==> src/rtl/mem_arbiter.sv <==
// mem_arbiter: shares one memory port between an I-cache (c0) and a D-cache (c1), one transaction in flight.
// Build option MEM_ARBITER_RR_EN selects round-robin arbitration; without it c1 has fixed priority.
module mem_arbiter #(
  parameter int ADDR_W = 32,
  parameter int DATA_W = 32
) (
  input  logic                clk,
  input  logic                rst,
  input  logic [1:0]          c0_rw_flag,
  input  logic [ADDR_W-1:0]   c0_addr,
  input  logic [DATA_W-1:0]   c0_write_data,
  input  logic [DATA_W/8-1:0] c0_write_mask,
  output logic [DATA_W-1:0]   c0_read_data,
  output logic                c0_busy,
  output logic                c0_done,
  input  logic [1:0]          c1_rw_flag,
  input  logic [ADDR_W-1:0]   c1_addr,
  input  logic [DATA_W-1:0]   c1_write_data,
  input  logic [DATA_W/8-1:0] c1_write_mask,
  output logic [DATA_W-1:0]   c1_read_data,
  output logic                c1_busy,
  output logic                c1_done,
  output logic [1:0]          mem_rw_flag,
  output logic [ADDR_W-1:0]   mem_addr,
  output logic [DATA_W-1:0]   mem_write_data,
  output logic [DATA_W/8-1:0] mem_write_mask,
  input  logic [DATA_W-1:0]   mem_read_data,
  input  logic                mem_busy,
  input  logic                mem_done
);

  localparam int MASK_W = DATA_W / 8;

  localparam logic [1:0] RW_IDLE  = 2'b00;
  localparam logic [1:0] RW_READ  = 2'b01;
  localparam logic [1:0] RW_WRITE = 2'b10;

  localparam logic [1:0] ST_IDLE = 2'd0;
  localparam logic [1:0] ST_BUSY = 2'd1;
  localparam logic [1:0] ST_RESP = 2'd2;

  logic [1:0]        state_reg, state_next;
  logic              winner_reg;
  logic [1:0]        rw_reg;
  logic [ADDR_W-1:0] addr_reg;
  logic [DATA_W-1:0] wdata_reg;
  logic [MASK_W-1:0] mask_reg;

  // Requester ports gathered into arrays so per-requester logic is generated once.
  logic [1:0]        req_flag  [2];
  logic [ADDR_W-1:0] req_addr  [2];
  logic [DATA_W-1:0] req_wdata [2];
  logic [MASK_W-1:0] req_mask  [2];
  logic [1:0]        req_valid;
  logic [1:0]        req_busy;
  logic [1:0]        req_done;

  logic grant_id;
  logic accept;
  logic in_busy;
  logic capture;

  assign req_flag[0]  = c0_rw_flag;
  assign req_flag[1]  = c1_rw_flag;
  assign req_addr[0]  = c0_addr;
  assign req_addr[1]  = c1_addr;
  assign req_wdata[0] = c0_write_data;
  assign req_wdata[1] = c1_write_data;
  assign req_mask[0]  = c0_write_mask;
  assign req_mask[1]  = c1_write_mask;

  assign in_busy = (state_reg == ST_BUSY);
  assign accept  = (state_reg == ST_IDLE) && !mem_busy && (req_valid != 2'b00);
  assign capture = in_busy && mem_done && (rw_reg == RW_READ);

`ifdef MEM_ARBITER_RR_EN
  // Pointer remembers the last granted requester; on a tie the other one wins.
  logic rr_ptr_reg;

  always_comb begin
    if (req_valid == 2'b11) begin
      grant_id = ~rr_ptr_reg;
    end else begin
      grant_id = req_valid[1];
    end
  end

  always_ff @(posedge clk or negedge rst) begin
    if (!rst) begin
      rr_ptr_reg <= 1'b0;
    end else if (accept) begin
      rr_ptr_reg <= grant_id;
    end
  end
`else
  assign grant_id = req_valid[1];
`endif

  always_comb begin
    state_next = state_reg;
    case (state_reg)
      ST_IDLE: if (accept) state_next = ST_BUSY;
      ST_BUSY: if (mem_done) state_next = ST_RESP;
      ST_RESP: state_next = ST_IDLE;
      default: state_next = ST_IDLE;
    endcase
  end

  always_ff @(posedge clk or negedge rst) begin
    if (!rst) begin
      state_reg <= ST_IDLE;
    end else begin
      state_reg <= state_next;
    end
  end

  // The request is captured once at grant; the requester may change its ports afterwards.
  always_ff @(posedge clk or negedge rst) begin
    if (!rst) begin
      winner_reg <= 1'b0;
      rw_reg     <= RW_IDLE;
      addr_reg   <= '0;
      wdata_reg  <= '0;
      mask_reg   <= '0;
    end else if (accept) begin
      winner_reg <= grant_id;
      rw_reg     <= req_flag[grant_id];
      addr_reg   <= req_addr[grant_id];
      wdata_reg  <= req_wdata[grant_id];
      mask_reg   <= req_mask[grant_id];
    end
  end

  genvar gi;
  generate
    for (gi = 0; gi < 2; gi++) begin : g_req
      logic [DATA_W-1:0] rdata_reg;

      assign req_valid[gi] = (req_flag[gi] == RW_READ) || (req_flag[gi] == RW_WRITE);
      assign req_busy[gi]  = (state_reg != ST_IDLE) && (winner_reg == 1'(gi));
      assign req_done[gi]  = (state_reg == ST_RESP) && (winner_reg == 1'(gi));

      always_ff @(posedge clk or negedge rst) begin
        if (!rst) begin
          rdata_reg <= '0;
        end else if (capture && (winner_reg == 1'(gi))) begin
          rdata_reg <= mem_read_data;
        end
      end
    end
  endgenerate

  assign c0_read_data = g_req[0].rdata_reg;
  assign c1_read_data = g_req[1].rdata_reg;
  assign c0_busy      = req_busy[0];
  assign c1_busy      = req_busy[1];
  assign c0_done      = req_done[0];
  assign c1_done      = req_done[1];

  // The shared port is quiet outside BUSY so the memory never sees a stale request.
  assign mem_rw_flag    = in_busy ? rw_reg    : RW_IDLE;
  assign mem_addr       = in_busy ? addr_reg  : '0;
  assign mem_write_data = in_busy ? wdata_reg : '0;
  assign mem_write_mask = in_busy ? mask_reg  : '0;

endmodule

==> config.mk <==
export PLATFORM = sky130hd
export DESIGN_NAME = mem_arbiter
export DESIGN_NICKNAME = d
export VERILOG_FILES = /design/src/rtl/mem_arbiter.sv
export SDC_FILE = /design/constraint.sdc
export NUM_CORES = 1
export LEC_CHECK = 0
export BUFFER_PORTS_ARGS = -buffer_cell sky130_fd_sc_hd__buf_2
export CAP_MARGIN = 20
export CORE_ASPECT_RATIO = 0.75
export CORE_MARGIN = 2
export CORE_UTILIZATION = 47
export CTS_CLUSTER_DIAMETER = 100
export CTS_CLUSTER_SIZE = 25
export DETAILED_ROUTE_END_ITERATION = 10
export PLACE_DENSITY = 0.9
export SETUP_SLACK_MARGIN = 0.05
export SYNTH_ARGS = -nofsm -noshare
export SYNTH_HDL_FRONTEND = slang
export SYNTH_SLANG_ARGS = --single-unit
==> constraint.sdc <==
create_clock -name clk -period 2.44 [get_ports clk]
set_clock_uncertainty 0.1 [all_clocks]
set_input_delay 0 -clock clk [delete_from_list [all_inputs] [get_ports clk]]
set_output_delay 0 -clock clk [all_outputs]
set_load 0.05 [all_outputs]
# After elaboration in Yosys (flattened, before gate mapping)
# Cells that the tools add are included.
[totals] elab_cells=56 out_inout_bits=138 input_bits=176 ff_bits=137
[classes] eq_ne=9 n_lt_le_gt_ge=1 muxes=19 bitwise_logic=2 n_reduce_logical=17
[ops] operator="2-to-1 mux 32 bit" count=8
[ops] operator="2-to-1 mux 4 bit" count=4
[ops] operator="2-to-1 mux 2 bit" count=6
[ops] operator="logical AND 1 bit" count=10
[ops] operator="equality test 2 x 1 -> 1 bit, second input constant" count=4
[ops] operator="equality test 2 bit, second input constant" count=3
[ops] operator="!= test 2 bit, second input constant" count=2
[ops] operator="one-hot mux 2 bit (2 select lines)" count=1
[ops] operator="nonzero test 2 bit" count=2
[ops] operator=">= comparator 2 bit, second input constant" count=1
[ops] operator="zero test 2 bit" count=1
[ops] operator="logical OR 1 bit" count=2
[ops] operator="NOT 1 -> 2 bit" count=1
[ops] operator="AND reduction 2 bit" count=1
[ops] operator="zero test 1 bit" count=1
[ops] operator="NOT 1 bit" count=1

# Depth between registers and ports, before layout
# Gate-level depths: netlist of run 1.
[depth] ltp_word=6 ltp_mapped=5 ltp_nobuf=3

# Worst setup path after synthesis of run 1
# OpenSTA, ideal clock, no wires.
[synth_path] path_type="reg2reg" from="reg state_reg[0]" to="reg addr_reg[20]" setup_time_ns=0.125 stages_incl_launch_ff=5 period_less_slack_ns=1.813 path_buffers=1 required_time_ns=2.215 slack_ns=0.627 arrival_time_ns=1.588 cell_sequence="dfrtp_1 -> or3_1 -> a21oi_2 -> buf_4 -> mux2_2"
[synth_between] elab_chain_cells=3
[synth_rtl] item="start, declared" line="42" text="logic [1:0] state_reg, state_next;"
[synth_rtl] item="start signal, assigned" line="113" text="state_reg <= state_next;"
[synth_rtl] item="zero test 2 bit" line="73" text="assign accept = (state_reg == ST_IDLE) && !mem_busy && (req_valid != 2'b00);"
[synth_rtl] item="logical AND 1 bit (2 in series)" line="73"
[synth_rtl] item="end signal, assigned" line="128" text="addr_reg <= req_addr[grant_id];"
[synth_rtl] item="end, declared" line="45" text="logic [ADDR_W-1:0] addr_reg;"
# Every way passes these cells.
# A chain may end at the register's enable or synchronous reset.

# Worst setup path after layout of run 1
[layout_path] from="in c1_rw_flag[1]" to="reg addr_reg[4]"
[layout_between] elab_chain_cells=6 elab_cells_between_ends=9 classes_between="eq/ne: 2; mux: 3; bitwise: 1; reduce/logical: 3"
[layout_rtl] item="start, declared" line="16" text="input logic [1:0] c1_rw_flag,"
[layout_rtl] item="equality test 2 x 1 -> 1 bit or equality test 2 bit (tied branches)" line="139" text="assign req_valid[gi] = (req_flag[gi] == RW_READ) || (req_flag[gi] == RW_WRITE);"
[layout_rtl] item="logical OR 1 bit *" line="139"
[layout_rtl] item="NOT 1 -> 2 bit (implied by the code)" line="128"
[layout_rtl] item="2-to-1 mux 32 bit (implied by the code) (3 in series)" line="128"
# Mark *: on every way between the ends. The rest lies on a longest branch, timed or not. The select of a mux whose other input is x is not followed.

==> summary.md, run 1 <==
| Metric | Value |
|---|---|
| Critical Path Fanout Max | `24` |
| Leakage | `5.19 nW` |
| Non-filler cells in the finished layout | `around 1,100` |
| Post-route setup TNS | `0 ps` |
| Min cycle time layout | `2390 ps` |
| Row count | `36` |
| YS warnings | `0` |
| Cells after DPL | `between 900 and 1,000` |
| Data required, critical path | `2630 ps` |
| Antenna violations before repair | `0` |
| NumNets Final | `1,124` |
| Area Growth Syn to Fin | `64.1%` |
| CP Capture Type | `register` |
| Reg2reg start | `state_reg[0]` |
| Placed instance area | `8200 sq um` |
| Routed wire length per instance | `19.7 microns` |
| Hold Fails Final Rpt | `0` |
| Max-cap violations | `0` |
| CTS tree | `yes` |
| Worst-skew pair later-pin latency | `400 ps` |
| Largest net degree at the start of global routing | `73` |
| Top cell type's share of synthesized area | `0.533` |
| Worst R2R Setup Slack | `420 ps` |
| Cell count after synthesis | `459` |
| FMAX | `0.419 GHz` |
| Routed Antenna Nets | `0` |
| Syn avg cell area | `approximately 14 sq um` |
| Status | `complete, no violations` |
| Worst Slack Setup Final | `55.0 ps` |
| Post-DP HPWL | `between 10,000 and 15,000 microns` |
| DP Worst Slack | `just under 500 ps` |
| Vias per cell | `5.10` |
| Max IR drop VDD | `0.000904 V` |
| Root cell of the clock tree | `clkbuf_16` |
| Number of global-route vias before repair | `6,506` |
| DR iter-0 viols | `254` |
| Slew headroom | `0.599` |
| Total GRT Usage | `0.308` |
| First-pass GRT wire length | `35,100 microns` |
| Pins over their slew limit | `0` |
| Synth cell types | `23` |
| Pwr dens | `~1200 nW/um^2` |
| Count of final setup violators | `0` |
| Critical Path Source | `c1_rw_flag[1]` |
| Top cells by area, synth | `dfrtp_1 53%, mux2_2 33%, and2_1 6.9%` |
| Die Y | `105 microns` |
| Startpoint types | `input pin` |
| Bufs on Longest Clock Path | `2` |
| Type of the worst min-delay path | `in2reg` |
| Top FF cell, synth | `dfrtp_1` |
| Register bit total from synthesis | `137` |
| DRC | `0` |
| Reg-to-reg endpoint | `wdata_reg[16]` |
| Drt total wl | `roughly 22,000 microns` |
| Post-Syn Nets | `635` |
| Number of synthesized flops with an enable pin | `0` |
| Antenna cells | `0` |
| # resized after CTS | `0` |
| RSZ-0062 raised after global routing | `true` |
| Fraction of layout instances using a drive strength above 1 | `0.572` |
| Core region area | `13,200 sq um` |
| Actual slew at the worst max-slew pin | `601 ps` |
| Worst-case reg-to-reg path depth | `4` |
| Commonest cells post-synth | `191 x mux2_2, 137 x dfrtp_1, 71 x and2_1` |
| Count leader, synth | `mux2_2` |
| Critical path class | `in2reg` |
| H-tree depth | `4` |
| Post-Syn Area | `6440 sq um` |
| Vias post-DR | `5,772` |
| Die area | `14,700 sq um` |
| Design Area, Final | `approximately 11,000 sq um` |
| WHS Path Cells | `4` |
| CP arrival | `between 2000 and 3000 ps` |
| Asr flop ratio synth | `1.00` |
| Hold Path Sink | `rw_reg[1]` |
| Hold_sp | `c1_rw_flag[0]` |
| Leading area contributor after synthesis | `dfrtp_1` |
| Num CTS Buffers | `17` |
| Post-CTS Setup Repair Bufs | `0` |
| Routability cong. | `0.793` |
| Sequential share of the synthesized area | `0.533` |
| Final period util | `0.977` |
| GRT overflow | `0` |
| Die width | `139 microns` |
| Final total power | `between 0.01 and 0.015 W` |
| IO Port Bufs | `313` |
| Initial Utilization | `0.488` |
| I/O pins | `314` |
| Sink Count | `137` |
| DRT Pass-1 Iters | `4` |
| Clock-pin slew on the worst setup and hold paths | `60 ps` |
[what timing repair did]
action                                  4_1_cts  5_1_grt
endpoints found under the setup margin        0       22
hold endpoints to repair                    274        0
hold buffers                                176        0
[cell type report]
class / count / area, sq um
Clock buffer: 18 / 439
Inverter: 3 / 11.3
Timing Repair Buffer: 499 / 3440
Tap cell: 171 / 214
Multi-Input combinational cell: 290 / 2870
Sequential cell: 137 / 3430
Clock inverter: 14 / 153
Fill cell: 715 / 2640
[cell families (layout without fill, tap and decap cells)]
group	Yosys count	count (layout)	synth area share
AOI/OAI and AO/OA	4	4	0.00408
xor gates and xnor gates	2	2	0.00389
adders and majority gates	1	1	0.00155
buffers and inverters	32	534	0.0255
DFF	137	137	0.533
muxes	202	202	0.353
and+or+nand+nor	81	81	0.0793
[power by group]
group	leakage, nW	switching (W)	internal, W
Clock	0.282	0.00111	0.00148
Sequential	1.66	0.000634	0.00335
Combinational	3.25	0.00436	0.00212
[how the worst max path moves through the flow]
stage	end	slack, ps	cells past startpoint
floorplan	addr_reg[20]	630	4
global route	wdata_reg[26]	10	7
finish	addr_reg[4]	50	7
CTS	addr_reg[24]	130	7
global placement	wdata_reg[7]	520	4
detailed placement	wdata_reg[6]	480	4
[per-stage QoR]
| step | hold WS (ps) | util |
|---|---|---|
| CTS | 26.2 | 0.800 |
| global route | 77.4 | 0.800 |
| global placement | -163 | 0.621 |
| floorplan | -396 | - |
| detailed placement | -162 | 0.621 |
| finish | 60.0 | 0.800 |
[metal layers]
| layer | GRT usage | vias to the layer above | part of all wire |
|---|---|---|---|
| li1 | - | 2580 | - |
| met1 | 0.332 | 2865 | 0.37 |
| met2 | 0.582 | 262 | 0.53 |
| met3 | 0.0659 | 65 | 0.054 |
| met4 | 0.133 | 0 | 0.040 |
| met5 | 0 | - | 0 |
[worst max-delay path, stage by stage]
cell,delay [ps]
dlygate4sd3_1,560
buf_2,170
xnor2_4,220
buf_4,350
mux2_2,390
dlygate4sd3_1,590
mux2_2,280
[layout by cell type (no fill, tap or decap), drive strengths merged]
master,synthesis,layout
inv,3,11
dlygate4sd3,0,175
nor3b,1,1
and4,1,1
xnor2,2,2
clkinvlp,0,3
o21ai,2,2
nor2b,3,3
a21o,1,1
buf,16,324
clkinv,0,2
or3,1,1
mux2,201,201
and2,71,71
maj3,1,1
and3b,1,1
mux2i,1,1
nor2,2,2
bufinv,0,1
dfrtp,137,137
a21oi,1,1
clkbuf,13,18
nand4b,1,1
(Power assumes the default switching activity.)
==> run 2, diff against run 1 <==
--- a/config.mk
+++ b/config.mk
@@ -14,6 +14,7 @@
 export CTS_CLUSTER_SIZE = 25
 export DETAILED_ROUTE_END_ITERATION = 10
 export PLACE_DENSITY = 0.9
+export RECOVER_POWER = 25
 export SETUP_SLACK_MARGIN = 0.05
 export SYNTH_ARGS = -nofsm -noshare
 export SYNTH_HDL_FRONTEND = slang
==> run 2 against run 1 <==
- die area unchanged
- maximum frequency increased by 0.55%
- non-clock buffer count unchanged
- combinational power about the same
- routed wire length about the same
- largest cell class is now registers
- highest routed layer unchanged
==> summary.md, run 2 (synthesis results as in run 1) <==
| Metric | Value |
|---|---|
| Die Y | `105 microns (unchanged)` |
| Area Growth Syn to Fin | `63.4%` |
| Largest net degree at the start of global routing | `73 (unchanged)` |
| RSZ-0062 raised after global routing | `true` |
| Antenna violations before repair | `0 (unchanged)` |
| Count of final setup violators | `0 (unchanged)` |
| Max-cap violations | `0 (unchanged)` |
| Critical Path Fanout Max | `24 (unchanged)` |
| Clock-pin slew on the worst setup and hold paths | `60 ps (about the same)` |
| Initial Utilization | `0.488 (unchanged)` |
| Startpoint types | `input pin` |
| DP Worst Slack | `483 ps (unchanged)` |
| Drt total wl | `22,300 microns (about the same)` |
| Hold_sp | `c1_rw_flag[0]` |
| Min cycle time layout | `2370 ps (-13.0 ps)` |
| Max IR drop VDD | `0.000904 V (about the same)` |
| Actual slew at the worst max-slew pin | `1270 ps (+673 ps)` |
| Leakage | `5.17 nW (-0.31%)` |
| H-tree depth | `4 (unchanged)` |
| Num CTS Buffers | `17 (unchanged)` |
| Pins over their slew limit | `0 (unchanged)` |
| Type of the worst min-delay path | `in2reg` |
| Root cell of the clock tree | `clkbuf_16` |
| CTS tree | `yes` |
| Vias per cell | `5.12 (+0.47%)` |
| IO Port Bufs | `313 (unchanged)` |
| Worst-skew pair later-pin latency | `400 ps (about the same)` |
| Data required, critical path | `2620 ps (about the same)` |
| FMAX | `0.422 GHz (+0.55%)` |
| NumNets Final | `1,124 (unchanged)` |
| I/O pins | `314 (unchanged)` |
| GRT overflow | `0 (unchanged)` |
| Bufs on Longest Clock Path | `2 (unchanged)` |
| Most frequent cells in the layout | `312 x buf_2, 191 x mux2_2, 175 x dlygate4sd3_1, 137 x dfrtp_1, 71 x and2_1` |
| Hold Fails Final Rpt | `0 (unchanged)` |
| Total GRT Usage | `0.308 (unchanged)` |
| Fraction of layout instances using a drive strength above 1 | `0.571 (-0.00104)` |
| Number of global-route vias before repair | `6,506 (unchanged)` |
| First-pass GRT wire length | `35,100 microns (unchanged)` |
| Row count | `36 (unchanged)` |
| Status | `complete, no violations` |
| Routed wire length per instance | `19.7 microns (about the same)` |
| Commonest non-fill, non-tap cell in the layout | `buf_2` |
| Routed Antenna Nets | `0 (unchanged)` |
| DRC | `0 (unchanged)` |
| Core region area | `13,200 sq um (unchanged)` |
| Post-CTS Setup Repair Bufs | `0 (unchanged)` |
| Pwr dens | `1240 nW/um^2 (+0.29%)` |
| Routability cong. | `0.793 (unchanged)` |
| Die width | `139 microns (unchanged)` |
| CP arrival | `2560 ps (about the same)` |
| Antenna cells | `0 (unchanged)` |
| Reg2reg start | `state_reg[0]` |
| Die area | `14,700 sq um (unchanged)` |
| Critical path class | `in2reg` |
| Critical Path Source | `c1_rw_flag[1]` |
| DR iter-0 viols | `267 (+5.1%)` |
| CP Capture Type | `register` |
| Sink Count | `137 (unchanged)` |
| Slew headroom | `0.151 (-0.449)` |
| DRT Pass-1 Iters | `4 (unchanged)` |
| Vias post-DR | `5,799 (+0.47%)` |
| Post-route setup TNS | `0 ps (unchanged)` |
| Worst Slack Setup Final | `67.9 ps (+13.0 ps)` |
| Final period util | `0.972 (-0.00532)` |
| Fill cells | `721 (+0.84%)` |
| Post-DP HPWL | `11,600 microns (unchanged)` |
[run 2: changes by cell type in the layout (fill, tap and decap cells not counted), sizes merged]
cell | before | now
clkbuf | 18 | 22
buf | 324 | 320
[run 2: what timing repair did]
| action | in CTS | in global routing |
|---|---|---|
| hold endpoints to repair | 274 | 0 |
| endpoints found under the setup margin | 0 | 22 |
| gates resized for setup | 0 | 0 |
| hold buffers | 176 | 0 |
[run 2: worst paths after layout]
| check | endpoint | slack [ps] | depth (start not counted) |
|---|---|---|---|
| hold / removal | rw_reg[1] | 70 | 4 |
| max in group asynchronous | wdata_reg[24] | 750 | 3 |
| setup reg to reg | wdata_reg[16] | 390 | 4 |
| setup / recovery | addr_reg[4] | 70 | 7 |
| hold reg to reg | addr_reg[31] | 400 | 1 |
| min in group asynchronous | c1_read_data[9] | 600 | 3 |
[run 2: metrics by stage]
| step | cells | area (sq um) | utilization | power [W] | hold slack [ps] |
|---|---|---|---|---|---|
| after floorplan | 459 | 6440 | - | 0.00844 | -396 |
| after global placement | 924 | 8200 | 0.621 | 0.00974 | -163 |
| after detailed placement | 924 | 8200 | 0.621 | 0.00992 | -162 |
| after CTS | 1132 | 10600 | 0.800 | 0.0128 | 26.2 |
| after global routing | 1132 | 10500 | 0.797 | 0.0135 | 85.6 |
| final | 1132 | 10500 | 0.797 | 0.0130 | 66.8 |
[run 2: final cells by class]
type	instances	area (sq um)	area share
clock inverters	14	153	0.0145
clock buffers	18	439	0.0417
well taps	171	214	0.0203
repair buffers	499	3400	0.324
inverters	3	11.3	0.00107
flip-flops and latches	137	3430	0.326
multi-input cells	290	2870	0.273
[run 2: power breakdown]
| group | leakage, nW | internal (W) | switching, W |
|---|---|---|---|
| Sequential | 1.66 | 0.00335 | 0.000635 |
| Combinational | 3.23 | 0.00211 | 0.00437 |
| Clock | 0.282 | 0.00148 | 0.00110 |
| Total | 5.17 | 0.00694 | 0.00610 |
[run 2: worst max-delay path, cell delays in order]
cell and delay, ps:
dlygate4sd3_1 550, buf_2 170, xnor2_4 220, buf_4 350
mux2_2 390, dlygate4sd3_1 590, mux2_2 280
[run 2: metal layers]
layer	vias to the layer above	wire length, microns	GRT usage
li1	2587	-	-
met1	2896	8370	0.332
met2	257	12000	0.582
met3	59	1130	0.0659
met4	0	860	0.133
met5	-	0	0
